File: src/rtl/btn_event_pkg.sv
// rtl/btn_event_pkg.sv - shared types and sizing helpers for the button event front end
package btn_event_pkg;

  typedef enum logic [1:0] {IDLE, PRESSED, HELD} btn_state_t;

  function automatic int ms_div(input int clk_hz);
    return clk_hz / 1000;
  endfunction

  // Width able to hold 0..max_val; never narrower than one bit.
  function automatic int cnt_w(input int max_val);
    return (max_val < 1) ? 1 : $clog2(max_val + 1);
  endfunction

endpackage

File: src/rtl/btn_event_chan.sv
// rtl/btn_event_chan.sv - one button channel: 2-FF sync, debounce, press/hold FSM
// Auto-repeat strobes exist only when BTN_EVENT_AUTOREPEAT_EN is defined.
module btn_event_chan
  import btn_event_pkg::*;
#(
  parameter int DEBOUNCE_MS = 20,
  parameter int LONG_MS     = 800,
  parameter int REPEAT_MS   = 150,
  parameter int ACTIVE_LOW  = 1
) (
  input  logic clk,
  input  logic rst,
  input  logic ms_stb,
  input  logic btn_raw,
  output logic level,
  output logic press,
  output logic rel_tick,
  output logic long_tick,
  output logic rep_tick
);

  localparam int   DB_W     = cnt_w(DEBOUNCE_MS);
  localparam int   HOLD_MAX = (LONG_MS > REPEAT_MS) ? LONG_MS : REPEAT_MS;
  localparam int   HOLD_W   = cnt_w(HOLD_MAX);
  localparam logic REL_RAW  = (ACTIVE_LOW != 0);

  localparam logic [DB_W-1:0]   DB_LAST   = DB_W'(DEBOUNCE_MS - 1);
  localparam logic [HOLD_W-1:0] LONG_LAST = HOLD_W'(LONG_MS - 1);
`ifdef BTN_EVENT_AUTOREPEAT_EN
  localparam logic [HOLD_W-1:0] REP_LAST  = HOLD_W'(REPEAT_MS - 1);
`endif

  logic            sync_q0, sync_q1;
  logic            stable_q;
  logic [DB_W-1:0] db_cnt;
  logic            sync_p;

  // Normalised so that 1 always means pressed from here on.
  assign sync_p = sync_q1 ^ REL_RAW;

  always_ff @(posedge clk or posedge rst) begin
    if (rst) begin
      sync_q0  <= REL_RAW;
      sync_q1  <= REL_RAW;
      stable_q <= 1'b0;
      db_cnt   <= '0;
    end else begin
      sync_q0 <= btn_raw;
      sync_q1 <= sync_q0;
      if (sync_p == stable_q) begin
        db_cnt <= '0;
      end else if (ms_stb) begin
        if (db_cnt >= DB_LAST) begin
          stable_q <= ~stable_q;
          db_cnt   <= '0;
        end else begin
          db_cnt <= db_cnt + 1'b1;
        end
      end
    end
  end

  btn_state_t        state_q, state_n;
  logic [HOLD_W-1:0] hold_q, hold_n;
  logic              press_n, rel_n, long_n;
  logic              press_q, rel_q, long_q;
`ifdef BTN_EVENT_AUTOREPEAT_EN
  logic              rep_n, rep_q;
`endif

  always_comb begin
    state_n = state_q;
    hold_n  = hold_q;
    press_n = 1'b0;
    rel_n   = 1'b0;
    long_n  = 1'b0;
`ifdef BTN_EVENT_AUTOREPEAT_EN
    rep_n   = 1'b0;
`endif
    case (state_q)
      IDLE: begin
        if (stable_q) begin
          state_n = PRESSED;
          press_n = 1'b1;
          hold_n  = '0;
        end
      end
      PRESSED: begin
        if (!stable_q) begin
          state_n = IDLE;
          rel_n   = 1'b1;
          hold_n  = '0;
        end else if (ms_stb) begin
          if (hold_q >= LONG_LAST) begin
            state_n = HELD;
            long_n  = 1'b1;
            hold_n  = '0;
          end else begin
            hold_n = hold_q + 1'b1;
          end
        end
      end
      HELD: begin
        // Release wins over a repeat falling due in the same cycle.
        if (!stable_q) begin
          state_n = IDLE;
          rel_n   = 1'b1;
          hold_n  = '0;
        end
`ifdef BTN_EVENT_AUTOREPEAT_EN
        else if (ms_stb) begin
          if (hold_q >= REP_LAST) begin
            rep_n  = 1'b1;
            hold_n = '0;
          end else begin
            hold_n = hold_q + 1'b1;
          end
        end
`endif
      end
      default: begin
        state_n = IDLE;
        hold_n  = '0;
      end
    endcase
  end

  always_ff @(posedge clk or posedge rst) begin
    if (rst) begin
      state_q <= IDLE;
      hold_q  <= '0;
      press_q <= 1'b0;
      rel_q   <= 1'b0;
      long_q  <= 1'b0;
    end else begin
      state_q <= state_n;
      hold_q  <= hold_n;
      press_q <= press_n;
      rel_q   <= rel_n;
      long_q  <= long_n;
    end
  end

`ifdef BTN_EVENT_AUTOREPEAT_EN
  always_ff @(posedge clk or posedge rst) begin
    if (rst) rep_q <= 1'b0;
    else     rep_q <= rep_n;
  end
  assign rep_tick = rep_q;
`else
  assign rep_tick = 1'b0;
`endif

  assign level     = (state_q != IDLE);
  assign press     = press_q;
  assign rel_tick  = rel_q;
  assign long_tick = long_q;

endmodule

File: src/rtl/btn_event_ctrl.sv
// rtl/btn_event_ctrl.sv - N-channel button front end with shared ms prescaler
// Optional auto-repeat enabled by defining BTN_EVENT_AUTOREPEAT_EN.
module btn_event_ctrl
  import btn_event_pkg::*;
#(
  parameter int N_CH        = 2,
  parameter int CLK_HZ      = 27_000_000,
  parameter int DEBOUNCE_MS = 20,
  parameter int LONG_MS     = 800,
  parameter int REPEAT_MS   = 150,
  parameter int ACTIVE_LOW  = 1
) (
  input  logic            clk,
  input  logic            rst,
  input  logic [N_CH-1:0] btn_raw,
  output logic [N_CH-1:0] level,
  output logic [N_CH-1:0] press,
  output logic [N_CH-1:0] rel_tick,
  output logic [N_CH-1:0] long_tick,
  output logic [N_CH-1:0] rep_tick
);

  localparam int DIV  = ms_div(CLK_HZ);
  localparam int PS_W = cnt_w(DIV - 1);
  localparam logic [PS_W-1:0] PS_LAST = PS_W'(DIV - 1);

  logic [PS_W-1:0] ps_cnt;
  logic            ms_stb;

  assign ms_stb = (ps_cnt == PS_LAST);

  always_ff @(posedge clk or posedge rst) begin
    if (rst)         ps_cnt <= '0;
    else if (ms_stb) ps_cnt <= '0;
    else             ps_cnt <= ps_cnt + 1'b1;
  end

  for (genvar i = 0; i < N_CH; i++) begin : g_chan
    btn_event_chan #(
      .DEBOUNCE_MS (DEBOUNCE_MS),
      .LONG_MS     (LONG_MS),
      .REPEAT_MS   (REPEAT_MS),
      .ACTIVE_LOW  (ACTIVE_LOW)
    ) u_chan (
      .clk       (clk),
      .rst       (rst),
      .ms_stb    (ms_stb),
      .btn_raw   (btn_raw[i]),
      .level     (level[i]),
      .press     (press[i]),
      .rel_tick  (rel_tick[i]),
      .long_tick (long_tick[i]),
      .rep_tick  (rep_tick[i])
    );
  end

endmodule

File: config.mk
export PLATFORM = sky130hd
export DESIGN_NAME = btn_event_ctrl
export DESIGN_NICKNAME = d
export VERILOG_FILES = /design/src/rtl/btn_event_pkg.sv /design/src/rtl/btn_event_chan.sv /design/src/rtl/btn_event_ctrl.sv
export SDC_FILE = /design/constraint.sdc
export NUM_CORES = 1
export LEC_CHECK = 0
export ABC_CLOCK_PERIOD_IN_PS = 3000
export BUFFER_PORTS_ARGS = -buffer_cell sky130_fd_sc_hd__clkbuf_2
export CAP_MARGIN = 40
export CORE_AREA = 2 2 123 101
export CTS_CLUSTER_DIAMETER = 60
export DETAILED_ROUTE_END_ITERATION = 10
export DIE_AREA = 0 0 125 103
export PLACE_DENSITY = 0.44
export SLEW_MARGIN = 0
export SYNTH_ARGS = -nofsm -noshare
export SYNTH_HDL_FRONTEND = slang
export SYNTH_SLANG_ARGS = --single-unit
export TNS_END_PERCENT = 5
File: constraint.sdc
create_clock -name clk -period 3 [get_ports clk]
set_input_delay 0.15 -clock clk [delete_from_list [all_inputs] [get_ports clk]]
set_output_delay 0.15 -clock clk [all_outputs]
set_load 0.02 [all_outputs]
## After elaboration in Yosys (flattened, before gate mapping)

Cells that the tools add are included.

| storage, ports and cells | value |
|---|---|
| logic and storage cells | 110 |
| input bits | 4 |
| output and inout port bits | 10 |
| register bits after elaboration | 61 |

| operators by class | value |
|---|---|
| add/subtract/negate cells | 5 |
| equality and inequality tests | 15 |
| bitwise gates (word level) | 6 |
| $lt $le $gt $ge | 4 |
| mux-type cells | 47 |
| reduce and logical (&&, ||, !) cells | 14 |

Operator list:

| operator | number |
|---|---|
| $mux 10 | 10 |
| $pmux 10 s3 | 2 |
| $mux 5 | 6 |
| $add 10x1->10 const B | 2 |
| $ge 10x10->1 const B | 2 |
| $mux 2 | 10 |
| $mux 1 | 16 |
| $add 15x1->15 const B | 1 |
| $eq 15x15->1 const B | 1 |
| $mux 15 | 1 |
| $pmux 2 s3 | 2 |
| $reduce_and 3->1 | 4 |
| $add 5x1->5 const B | 2 |
| $ge 5x5->1 const B | 2 |
| $ne 3x3->1 const B | 3 |
| $reduce_and 4->1 | 2 |
| $reduce_bool 2->1 | 4 |
| $not 1->1 | 6 |
| $eq 2x1->1 const B | 2 |
| $eq 2x2->1 const B | 2 |
| $logic_not 2->1 | 2 |
| $ne 2x1->1 const B | 2 |
| $ne 2x2->1 const B | 2 |
| $reduce_or 2->1 | 2 |
| other kinds (2) | 3 |

## Longest topological paths before layout

| depth | value |
|---|---|
| depth after elaboration | 5 |
| depth in mapped cells | 8 |
| depth with buffers taken out | 7 |

## Hierarchy

Synthesis repeated with hierarchy kept, for this count alone.

| second synthesis, totals | value |
|---|---|
| cells, all modules | 305 |
| area, all modules | 3116.7 µm² |

Modules (own cells, without submodules):

| module | area each (µm²) | times used | cells an instance |
|---|---|---|---|
| btn_event_chan at g_chan[1].u_chan | 1199.9 | 1 | 119 |
| btn_event_chan at g_chan[0].u_chan | 1196.1 | 1 | 119 |
| btn_event_ctrl | 720.7 | 1 | 67 |

## Worst setup path before layout

Ideal clock, no wire load.

| path | value |
|---|---|
| path type | register -> register |
| start | reg ps_cnt[12] |
| end | reg g_chan[1].u_chan.db_cnt[3] |
| buffers on the path | 1 |
| cell stages (with the launch flop) | 7 |
| arrival time | 2.217 ns |
| period minus slack after synthesis | 2.291 ns |
| path slack | 0.709 ns |
| cell sequence | dfrtp_1 -> or4_1 -> or4_1 -> buf_6 -> or3_1 -> a21o_1 -> a21oi_2 |

| between the ends | value |
|---|---|
| longest elaborated chain between the ends | 2 |

Ends and longest elaborated chain:

| item | line | source |
|---|---|---|
| start: declaration | btn_event_ctrl.sv:27 | `logic [PS_W-1:0] ps_cnt;` |
| start signal: assignment | btn_event_ctrl.sv:35 | `else ps_cnt <= ps_cnt + 1'b1;` |
| $eq 15x15->1 | btn_event_ctrl.sv:30 | `assign ms_stb = (ps_cnt == PS_LAST);` |
| $reduce_bool 2->1 (no source line) | - |  |
| end signal: assignment | btn_event_chan.sv:57 | `db_cnt <= db_cnt + 1'b1;` |
| end: declaration | btn_event_chan.sv:35 | `logic [DB_W-1:0] db_cnt;` |

Every way passes these cells.
A chain may end at the register's enable or synchronous reset.

## Final worst setup path

| path | value |
|---|---|
| start | reg ps_cnt[12] |
| end | reg g_chan[1].u_chan.hold_q[7] |

| between the ends | value |
|---|---|
| longest elaborated chain between the ends | 3 |

Ends and longest elaborated chain:

| item | line | source |
|---|---|---|
| $eq 15x15->1 | btn_event_ctrl.sv:30 |  |
| $ne 3x3->1 (no source line) | - |  |
| $reduce_and 3->1 (no source line) | - |  |
| end signal: assignment | btn_event_chan.sv:137 | `hold_q <= hold_n;` |
| end: declaration | btn_event_chan.sv:64 | `logic [HOLD_W-1:0] hold_q, hold_n;` |

Every way passes these cells.

==> impl_table.tex <==
\begin{tabular}{lr}
\hline
Metric & Value \\
\hline
\multicolumn{2}{l}{\textbf{Floorplanning}} \\
\quad Vertical die dimension & around 100 microns \\
\quad Die Area & about 13,000 sq um \\
\quad Number of top-level pins & 14 \\
\quad Standard-cell rows & 36 \\
\quad Starting utilization of the core area & a little over a quarter \\
\quad Chip Width & between 100 and 150 microns \\
\quad Std-Cell Core Area & around 12,000 sq um \\
\multicolumn{2}{l}{\textbf{Setup path}} \\
\quad Startpoint of the lowest-slack register-to-register path & ps\_cnt[12] \\
\quad Crit path capture type & flop \\
\quad Crit path launch type & flop \\
\quad R2r setup slk & 0.33 ns \\
\quad Cells along the critical path & or4\_1, or4\_1, nor3\_4, nand2\_1, o311ai\_2 \\
\quad Critical Path Fanout Max & 11 \\
\quad Depth of the worst register-to-register path & 5 \\
\quad CP Data Required Time & 3.23 ns \\
\quad Worst path arrival time & about 2.9 ns \\
\quad Crit path top cell by count & sky130\_fd\_sc\_hd\_\_or4\_1 \\
\quad Critical register-to-register path endpoint & g\_chan[1].u\_chan.hold\_q[7] \\
\quad Max stage delay on crit path & about 0.80 ns \\
\quad CP max-delay cell & sky130\_fd\_sc\_hd\_\_or4\_1 \\
\quad Category of the critical setup timing path & reg2reg \\
\multicolumn{2}{l}{\textbf{STA}} \\
\quad Slew headroom & 66.1\% \\
\quad Fin Clk Skew & $\sim$0.009 ns \\
\quad Minimum setup slack in the final design & 0.330 ns \\
\quad Number of hold-slack violations in the final timing report & 0 \\
\quad Total count of max-transition violations in the final report & 0 \\
\quad RSZ-0062 raised after global routing & false \\
\quad Slew at the pin closest to its max-slew limit & around 0.50 ns \\
\quad Final critical delay including setup and external delays & roughly 2.7 ns \\
\quad Achievable Freq & 375 MHz \\
\quad Post-Route Setup TNS & 0 ns \\
\quad Final setup violation count & 0 \\
\quad Tcrit/Tclk final & a little under 90\% \\
\multicolumn{2}{l}{\textbf{Placed design}} \\
\quad Count of port buffers added during placement & 11 \\
\quad RD Place Congestion & 0.775 \\
\quad HPWL reported at the end of detailed placement & between 4000 and 5000 microns \\
\quad Post-placement worst setup slack & approximately 0.3 ns \\
\quad Post-Place Cell Area & 3440 sq um \\
\multicolumn{2}{l}{\textbf{Final layout}} \\
\quad Count of fill cells added during filler insertion & between 1,000 and 1,500 \\
\quad Area growth, synth to finish & 17.0\% \\
\quad Cell area after layout & 3760 sq um \\
\quad Share of cells above drive strength 1 & between 10 and 15\% \\
\quad Antenna diode count & 0 \\
\quad Post-layout net count & approximately 380 \\
\multicolumn{2}{l}{\textbf{Drt}} \\
\quad Count of nets left with antenna violations after detail routing & 0 \\
\quad Via Count & roughly 2,500 \\
\quad Drc violations & 0 \\
\quad Number of vias per cell & between 4 and 5 \\
\quad DRT Pass-1 Iters & 6 \\
\quad Routed wire length per instance & 13.2 microns \\
\quad Number of DRC violations after detailed-routing iteration 0 & 151 \\
\quad Post-Route WL & slightly below 7000 microns \\
\multicolumn{2}{l}{\textbf{Synth}} \\
\quad Number of synthesized flops with an enable pin & 0 \\
\quad Number of cells produced by synthesis & between 300 and 400 \\
\quad Netlist area before placement & approximately 3200 sq um \\
\quad Number of distinct library cells after synthesis & 45 \\
\quad Most used flip-flop cell after synthesis & sky130\_fd\_sc\_hd\_\_dfrtp\_1 \\
\quad Sequential element share of the synthesized area & between 40\% and 50\% \\
\quad Async set or reset register ratio after synthesis & 100\% \\
\quad Mean post-synth cell area & 9.22 sq um \\
\quad FF+latch count, synth & between 60 and 70 \\
\quad Yosys synthesis warning count & 0 \\
\multicolumn{2}{l}{\textbf{Global route}} \\
\quad Number of global-route vias before repair & 2,385 \\
\quad Total gr overflow & 0 \\
\quad Number of antenna violations at the first check in global routing & 0 \\
\quad Pin count of the biggest net entering global routing & 24 \\
\quad Global-route wire length before repair & approximately 12,000 microns \\
\quad Overall routing resource usage & 11.8\% \\
\multicolumn{2}{l}{\textbf{Power and ir drop}} \\
\quad Power per cell area & roughly 500 nW/um\^{}2 \\
\quad VDD IR max & 0.254 mV \\
\quad Reported leakage power & 1.63 nW \\
\multicolumn{2}{l}{\textbf{Clocking}} \\
\quad TritonCTS clock tree & done \\
\quad Clk pin slew, worst setup/hold paths & $\sim$0.05 ns \\
\quad CTS Root Cell & sky130\_fd\_sc\_hd\_\_clkbuf\_16 \\
\quad Number of H-tree levels & 3 \\
\quad Clock network latency to the later pin of the worst-skew pair & about 0.32 ns \\
\quad CTS sink count & between 60 and 70 \\
\quad Post-CTS sizing & 0 \\
\quad Clock Path Buffers & 2 \\
\quad Clock buffers created by TritonCTS & 9 \\
\multicolumn{2}{l}{\textbf{Status}} \\
\quad Status & complete, no violations \\
\multicolumn{2}{l}{\textbf{Job}} \\
\quad Max Cap Violations & 0 \\
\multicolumn{2}{l}{\textbf{Min path}} \\
\quad Type of the tightest min-delay check & in2async \\
\hline
\end{tabular}
## sequential cells by signal (all words and copies together) (netlist names)
register,flops
g_chan.u_chan.db_cnt,10
g_chan.u_chan.hold_q,20
g_chan.u_chan.long_tick,2
g_chan.u_chan.press,2
g_chan.u_chan.rel_tick,2
g_chan.u_chan.stable_q,2
g_chan.u_chan.state_q,4
g_chan.u_chan.sync_q0,2
g_chan.u_chan.sync_q1,2
ps_cnt,15
## Yosys cell counts, drive strengths merged (8+ instances only)
cell    instances  area share, %
nand2          43            5.0
buf            12            2.8
o21ai          28            4.4
nor3           14            2.9
and3            8            1.6
dfrtp          57             44
a21oi          18            2.9
inv            11            1.3
clkbuf          8           0.93
xor2            9            2.5
nor2           35            4.1
ha             11            4.3
nand3          25            3.9
## routing by layer
metal	vias to the layer above	GRT usage, %	part of all wire, %
met5	-	0	0
met4	0	4.62	2.0
met3	9	3.48	2.5
met2	24	18.1	44
met1	1194	15.7	51
li1	1258	-	-
## how the worst max path moves through the flow
stage	start	end	slack [ns]	cells past startpoint
6_report	ps_cnt[12]	g_chan[1].u_chan.hold_q[7]	0.33	5
5_1_grt	ps_cnt[12]	g_chan[1].u_chan.hold_q[7]	0.17	5
2_1_floorplan	ps_cnt[12]	g_chan[1].u_chan.db_cnt[3]	0.71	6
3_5_place_dp	ps_cnt[12]	g_chan[1].u_chan.hold_q[7]	0.30	5
4_1_cts	ps_cnt[12]	g_chan[1].u_chan.hold_q[7]	0.29	5
3_3_place_gp	ps_cnt[12]	g_chan[1].u_chan.hold_q[7]	0.37	5
## cell families (layout without fill, tap and decap cells)
family | Yosys count | after routing | share of synthesized area (%)
AND/OR/NAND/NOR | 155 | 155 | 23.6
AO/OA/AOI/OAI | 69 | 69 | 13.3
flip-flops | 61 | 61 | 47.6
buffers and inverters | 31 | 52 | 5.06
XOR/XNOR | 15 | 15 | 4.08
adder cells (fa/ha/maj) | 11 | 11 | 4.28
multiplexers | 6 | 6 | 1.87
other | 1 | 2 | 0.117
## metrics by stage
| step | hold slack, ns | std cells | total power [mW] | util (%) |
|---|---|---|---|---|
| detailed placement | 0.144 | 505 | 0.872 | 29.2 |
| global placement | 0.136 | 505 | 0.871 | 29.2 |
| CTS | 0.347 | 523 | 1.92 | 31.9 |
| global route | 0.356 | 523 | 1.96 | 31.9 |
| floorplan | 0.154 | 350 | 0.862 | - |
| finish | 0.338 | 523 | 1.88 | 31.9 |
## area by class of cell
class | count | area (sq um) | area share (%)
Clock buffer | 14 | 264 | 7.01
Clock inverter | 1 | 30.0 | 0.798
Inverter | 11 | 41.3 | 1.10
Multi-Input combinational cell | 258 | 1530 | 40.7
Sequential cell | 61 | 1530 | 40.7
Tap cell | 152 | 190 | 5.05
Timing Repair Buffer | 26 | 175 | 4.65
## what timing repair did
action | 4_1_cts | 5_1_grt
setup buffers | 0 | 0
hold endpoints to repair | 16 | 0
hold buffers | 3 | 0
## worst max-delay path, delay by kind of cell, from the launching register on
kind | cells | cell delay, ns
compound gates | 1 | 0.22
flops | 1 | 0.41
simple gates | 4 | 1.94
## power by group
group          internal (mW)  switching (mW)
Sequential             0.829         0.00127
Clock                  0.683           0.340
Combinational        0.00636          0.0221
Total                   1.52           0.363
## layout by cell type (no fill, tap or decap), types with 3 or more instances in the layout
cell / netlist / final
sky130_fd_sc_hd__buf_4: 10 / 12
sky130_fd_sc_hd__a31oi_1: 3 / 3
sky130_fd_sc_hd__xnor2_1: 6 / 6
sky130_fd_sc_hd__nand3_1: 25 / 25
sky130_fd_sc_hd__xor2_1: 9 / 9
sky130_fd_sc_hd__dlygate4sd3_1: 0 / 3
sky130_fd_sc_hd__nor4_1: 4 / 3
sky130_fd_sc_hd__and2_1: 4 / 4
sky130_fd_sc_hd__clkbuf_2: 0 / 11
sky130_fd_sc_hd__o21ai_0: 26 / 26
sky130_fd_sc_hd__nand2_1: 43 / 43
sky130_fd_sc_hd__nor2b_1: 4 / 4
sky130_fd_sc_hd__clkbuf_1: 8 / 3
sky130_fd_sc_hd__a21oi_1: 17 / 17
sky130_fd_sc_hd__mux2i_1: 6 / 6
sky130_fd_sc_hd__inv_1: 11 / 10
sky130_fd_sc_hd__ha_1: 11 / 11
sky130_fd_sc_hd__dfrtp_1: 57 / 57
sky130_fd_sc_hd__nor3_1: 12 / 12
sky130_fd_sc_hd__nand4_1: 7 / 7
sky130_fd_sc_hd__dfstp_2: 4 / 4
sky130_fd_sc_hd__clkbuf_16: 0 / 9
sky130_fd_sc_hd__a22oi_1: 6 / 6
sky130_fd_sc_hd__nor2_1: 35 / 35
sky130_fd_sc_hd__and3_1: 8 / 8
Note: power is estimated with default switching activity, not from simulation.
